===== src/rtl/fc_layer.sv =====
// Fully-connected layer core. Pops INPUT_SIZE words from a first-word-fall-through
// FIFO and multiply-accumulates each word against one weight per neuron for
// all neurons in parallel. It then adds the biases, rescales and saturates the
// results, and holds the output vector on a valid/ready handshake until it is
// accepted.
//
// Handshake rules:
// - Upstream: a pop happens in every cycle where ren_o = 1. ren_o is driven as
//   ~empty_i while accumulating.
// - Downstream: the vector transfers in the cycle where valid_o && ready_i.
//   While valid_o = 1, valid_o and data_o are held stable.
module fc_layer #(
  parameter int WORD_SIZE    = 16,
  parameter int FRAC_BITS    = 8,
  parameter int INPUT_SIZE   = 4,
  parameter int LAYER_HEIGHT = 5
) (
  input  logic                                                   clk_i,
  input  logic                                                   reset_n_i,
  input  logic                                                   empty_i,
  output logic                                                   ren_o,
  input  logic [WORD_SIZE-1:0]                                   data_i,
  input  logic [INPUT_SIZE-1:0][LAYER_HEIGHT-1:0][WORD_SIZE-1:0] weights_i,
  input  logic [LAYER_HEIGHT-1:0][WORD_SIZE-1:0]                 biases_i,
  output logic                                                   valid_o,
  input  logic                                                   ready_i,
  output logic [LAYER_HEIGHT-1:0][WORD_SIZE-1:0]                 data_o,
  output logic [0:0]                                             state_o
);

  localparam int ACC_W  = 2 * WORD_SIZE + $clog2(INPUT_SIZE) + 1;
  localparam int PROD_W = 2 * WORD_SIZE;
  localparam int ADDR_W = (INPUT_SIZE > 1) ? $clog2(INPUT_SIZE) : 1;

  localparam logic [0:0] S_ACCUM = 1'b0;
  localparam logic [0:0] S_DONE  = 1'b1;

  // Saturation bounds expressed at accumulator width.
  localparam logic signed [ACC_W-1:0] SAT_MAX =
    $signed({{(ACC_W-WORD_SIZE+1){1'b0}}, {(WORD_SIZE-1){1'b1}}});
  localparam logic signed [ACC_W-1:0] SAT_MIN =
    $signed({{(ACC_W-WORD_SIZE+1){1'b1}}, {(WORD_SIZE-1){1'b0}}});

  logic [0:0]              state_q, state_d;
  logic [ADDR_W-1:0]       in_addr_q, in_addr_d;
  logic signed [ACC_W-1:0] acc_q [LAYER_HEIGHT];
  logic signed [ACC_W-1:0] acc_d [LAYER_HEIGHT];

  logic signed [PROD_W-1:0] prod     [LAYER_HEIGHT];
  logic signed [ACC_W-1:0]  prod_ext [LAYER_HEIGHT];
  logic signed [ACC_W-1:0]  bias_ext [LAYER_HEIGHT];
  logic signed [ACC_W-1:0]  sum      [LAYER_HEIGHT];
  logic signed [ACC_W-1:0]  scaled   [LAYER_HEIGHT];

  logic pop;
  logic last_in;

  assign pop     = (state_q == S_ACCUM) && !empty_i;
  assign last_in = (in_addr_q == ADDR_W'(INPUT_SIZE - 1));
  assign ren_o   = pop;
  assign valid_o = (state_q == S_DONE);
  assign state_o = state_q;

  // Per-neuron datapath:
  // - full-precision product of the current word and this neuron's weight;
  // - bias aligned to the accumulator's binary point;
  // - floor rescale (arithmetic right shift).
  for (genvar n = 0; n < LAYER_HEIGHT; n++) begin : g_neuron
    assign prod[n]     = $signed(data_i) * $signed(weights_i[in_addr_q][n]);
    assign prod_ext[n] = $signed({{(ACC_W-PROD_W){prod[n][PROD_W-1]}}, prod[n]});
    assign bias_ext[n] = $signed({{(ACC_W-WORD_SIZE){biases_i[n][WORD_SIZE-1]}},
                                  biases_i[n]}) <<< FRAC_BITS;
    assign sum[n]      = acc_q[n] + bias_ext[n];
    assign scaled[n]   = sum[n] >>> FRAC_BITS;
  end

  // Next-state logic: accumulate on pops, and release the result on handshake.
  always_comb begin
    state_d   = state_q;
    in_addr_d = in_addr_q;
    acc_d     = acc_q;
    unique case (state_q)
      S_ACCUM: begin
        if (pop) begin
          for (int n = 0; n < LAYER_HEIGHT; n++) begin
            acc_d[n] = acc_q[n] + prod_ext[n];
          end
          if (last_in) begin
            in_addr_d = '0;
            state_d   = S_DONE;
          end else begin
            in_addr_d = in_addr_q + ADDR_W'(1);
          end
        end
      end
      S_DONE: begin
        if (ready_i) begin
          for (int n = 0; n < LAYER_HEIGHT; n++) begin
            acc_d[n] = '0;
          end
          state_d = S_ACCUM;
        end
      end
      default: state_d = S_ACCUM;
    endcase
  end

  // State, input counter and accumulator registers.
  always_ff @(posedge clk_i or negedge reset_n_i) begin
    if (!reset_n_i) begin
      state_q   <= S_ACCUM;
      in_addr_q <= '0;
      for (int n = 0; n < LAYER_HEIGHT; n++) begin
        acc_q[n] <= '0;
      end
    end else begin
      state_q   <= state_d;
      in_addr_q <= in_addr_d;
      for (int n = 0; n < LAYER_HEIGHT; n++) begin
        acc_q[n] <= acc_d[n];
      end
    end
  end

  // Output vector: saturated results while valid, zero otherwise.
  always_comb begin
    data_o = '0;
    if (state_q == S_DONE) begin
      for (int n = 0; n < LAYER_HEIGHT; n++) begin
        if (scaled[n] > SAT_MAX) begin
          data_o[n] = SAT_MAX[WORD_SIZE-1:0];
        end else if (scaled[n] < SAT_MIN) begin
          data_o[n] = SAT_MIN[WORD_SIZE-1:0];
        end else begin
          data_o[n] = scaled[n][WORD_SIZE-1:0];
        end
      end
    end
  end

endmodule


===== config.mk =====
export PLATFORM = sky130hd
export DESIGN_NAME = fc_layer
export DESIGN_NICKNAME = d
export VERILOG_FILES = /design/src/rtl/fc_layer.sv
export SDC_FILE = /design/constraint.sdc
export NUM_CORES = 2
export LEC_CHECK = 0
export ABC_CLOCK_PERIOD_IN_PS = 8710
export BUFFER_PORTS_ARGS = -buffer_cell sky130_fd_sc_hd__buf_2
export CORE_ASPECT_RATIO = 1.75
export CORE_MARGIN = 2
export CORE_UTILIZATION = 49
export CTS_CLUSTER_SIZE = 25
export DETAILED_ROUTE_END_ITERATION = 6
export PLACE_DENSITY_LB_ADDON = 0.3
export SLEW_MARGIN = 10
export SYNTH_ARGS = -nofsm -noshare
export SYNTH_HDL_FRONTEND = slang
export SYNTH_SLANG_ARGS = --single-unit

===== constraint.sdc =====
create_clock -name clk_i -period 8.71 [get_ports clk_i]
set_clock_uncertainty 0.05 [all_clocks]
set_input_delay 0.871 -clock clk_i [delete_from_list [all_inputs] [get_ports clk_i]]
set_output_delay 0.871 -clock clk_i [all_outputs]
set_load 0.01 [all_outputs]

==> results.tsv <==
stage	metric	value	unit
detailed_routing	ant_nets	0	
finish	drive_above_1_share	9.32	%
logic_synthesis	synthTopCellsByCount	inv_1 (1826), fa_1 (1555), nand2_1 (844), ha_1 (651), and2_1 (628)	
sta	rsz0062_at_grt	no	
global_routing	grt_max_degree	153	
critical_path	crit_fanout	24	
global_routing	grt_pass1_wl	334	mm
critical_path	cp_data_arrival_time	8.79	ns
logic_synthesis	ys_warn_count	0	
finish	multiInputGateArea	59700	sq um
worst_hold_path	min_path_type	input pin to asynchronous set/reset pin	
global_routing	grt-ovfl-total	0	
sta	fin_crit_sh	96.4	%
sta	period_needed	8.39	ns
placed_design	io_buffers	502	
floorplanning	coreArea	147000	sq um
floorplanning	dieHeight	512	um
critical_path	rrSetupSlack	0.32	ns
finish	layout.nets	10800	
outcome	status	complete, but fails checks	
sta	relSlewSlack	18.3	%
critical_path	worst_setup_path_end_kind	flop	
floorplanning	start_util	49.2	%
critical_path	r2r-end	acc_q[104]	
global_routing	grtUsageTotal	28.9	%
detailed_routing	routed_wirelength	210	mm
logic_synthesis	synth.distinct_cells	84	
clock_network	clockRootBuffer	clkbuf_16	
clock_network	clock_latency	0.57	ns
detailed_routing	routedWlPerCell	20.8	um
logic_synthesis	synth-main-ff-cell	dfrtp_1	
sta	final_max_slew_viol_count	0	
detailed_routing	drc	2	
logic_synthesis	ys_ff_latch	178	
finish	area_growth	7.54	%
sta	worst_slew_pin_slew	1.19	ns
logic_synthesis	synthesis.area	72200	sq um
run	maxCapViolCount	0	
clock_network	htree_levels	4	
logic_synthesis	synth_top_cell_by_area	fa_1	
clock_network	cts_hold_buffers	0	
floorplanning	die_width	294	um
floorplanning	die_area	151000	sq um
global_routing	grt_antenna_before_repair	20	
placed_design	gp_congestion	0.937	
logic_synthesis	synthArstFlopShare	100	%
logic_synthesis	netlist_instances	7858	
sta	finalSetupTns	0	ns
clock_network	cts.path.max_buffers	2	
detailed_routing	num_vias	55800	
placed_design	dp_hpwl	174	mm
logic_synthesis	synth_edf_count	0	
clock_network	numCtsBuffers	17	
critical_path	path_class	flop to flop	
logic_synthesis	synthTopCellsByArea	fa_1 (43%), ha_1 (11%), inv_1 (9.5%)	
sta	setup_viol	0	
detailed_routing	drtIter0Drc	2976	
floorplanning	num_io_pins	503	
critical_path	cp_data_required_time	9.10	ns
clock_network	cts_tree	yes	
sta	hold_viol	0	
logic_synthesis	avgSynthCellArea	9.19	sq um
logic_synthesis	syn-num-nets	10500	
floorplanning	fp-row-count	186	
detailed_routing	detail_route.vias_per_cell	5.54	
global_routing	grt_pass1_vias	62800	
critical_path	reg2reg_depth	23	
finish	seq_area	4460	sq um
critical_path	rr_startpoint	in_addr_q[0]	
outcome	failed_checks	DRC	
sta	fmax	119	MHz
critical_path	cp-start-kind	flop	
clock_network	clk_pin_slew	0.08	ns
logic_synthesis	synth_top_area_share	43.1	%
detailed_routing	first_pass_iters	7	
logic_synthesis	synth.most_common_cell	inv_1	
finish	fill_cells	13400	
logic_synthesis	ys_seq_area_share	6.17	%
clock_network	cts.sinks	178	
-- cell type report --
cell class                 count  area share, %
multi-input combinational   5534           76.9
inverter                    1826           8.83
sequential                   178           5.75
timing repair buffer         615           4.68
tap                         1880           3.03
clock buffer                  20          0.588
clock inverter                12          0.181
antenna                        8         0.0258
-- registers in the layout, indices dropped and copies added (netlist names) --
signal and count:
state_o 1, in_addr_q 2, acc_q 175
-- layout by cell type, fill, tap and decap left out, drive strengths merged, types with 7 or more instances in the layout --
| cell | synthesis | final |
|---|---|---|
| a2111oi | 9 | 9 |
| a211oi | 36 | 36 |
| a21o | 135 | 135 |
| a21oi | 241 | 241 |
| a221oi | 8 | 8 |
| a22o | 40 | 40 |
| a31oi | 34 | 34 |
| a32o | 9 | 9 |
| and2 | 628 | 628 |
| and3 | 21 | 21 |
| buf | 52 | 615 |
| clkbuf | 268 | 20 |
| dfrtp | 178 | 178 |
| diode | 0 | 8 |
| fa | 1555 | 1555 |
| ha | 651 | 651 |
| inv | 1826 | 1832 |
| mux2i | 14 | 14 |
| mux4 | 75 | 75 |
| nand2 | 844 | 844 |
| nand2b | 35 | 35 |
| nand3 | 50 | 50 |
| nand4 | 23 | 23 |
| nor2 | 182 | 182 |
| nor2b | 26 | 26 |
| nor3 | 53 | 53 |
| nor3b | 7 | 7 |
| nor4 | 12 | 12 |
| o2111ai | 10 | 10 |
| o211ai | 15 | 15 |
| o21a | 37 | 37 |
| o21ai | 293 | 293 |
| o21bai | 43 | 43 |
| o31a | 7 | 7 |
| o31ai | 26 | 26 |
| or2 | 12 | 12 |
| or3 | 22 | 22 |
| xnor2 | 159 | 159 |
| xor2 | 128 | 128 |
-- through the flow --
stage	cell area, sq um	std cells	setup slack [ns]	hold slack (ns)	util, %
floorplan	72200	7858	0.330	0.406	-
global placement	77000	10000	0.263	0.429	52.5
detailed placement	77000	10000	0.215	0.442	52.5
CTS	77600	10100	0.161	0.212	52.9
global route	77600	10100	0.0194	0.252	52.9
finish	77600	10100	0.315	0.229	52.9
-- timing repair --
action	4_1_cts	5_1_grt
gates resized for setup	0	2
endpoints found under the setup margin	0	2
hold endpoints to repair	0	0
buffers inserted	0	0
-- critical path, cell delays in order, from the launching register on --
cell and delay (ns):
dfrtp_4 0.68, buf_12 0.27, mux4_2 0.78, and2_1 0.30
fa_1 0.55, inv_1 0.06, fa_1 0.46, fa_1 0.55
inv_1 0.06, fa_1 0.54, fa_1 0.51, inv_1 0.06
fa_1 0.48, inv_1 0.05, ha_1 0.37, a21o_1 0.23
a21o_1 0.17, a221oi_1 0.35, nor4b_2 0.37, o311a_1 0.34
o31ai_1 0.19, o41ai_1 0.40, mux2i_1 0.13, a221o_1 0.27
-- worst max path at each step --
| stage | start | endpoint | cells after the start |
|---|---|---|---|
| floorplan | in_addr_q[0] | acc_q[173] | 27 |
| global placement | in_addr_q[0] | acc_q[104] | 23 |
| detailed placement | in_addr_q[0] | acc_q[104] | 24 |
| global route | in_addr_q[0] | acc_q[69] | 25 |
| CTS | in_addr_q[0] | acc_q[104] | 24 |
| finish | in_addr_q[0] | acc_q[104] | 23 |
-- kinds of logic after synthesis --
logic type	synth area share, %
fa+ha+maj	54.4
buf+inv	11.2
simple gates	13.1
compound gates	9.01
xor+xnor	3.48
flops	6.17
mux	2.63
-- routing by layer --
metal	GRT usage [%]	wire length, um	vias to the layer above	part of all wire (%)
met1	30.9	71900	28500	34
met3	4.91	14200	681	6.8
met5	0	133	-	0.063
met2	51.4	107000	1967	51
met4	20.0	16200	20	7.7
li1	-	-	24700	-
Power is left out: the tool's default activity adds up to more than one toggle a clock period on the data nets, which glitch-free logic cannot reach.
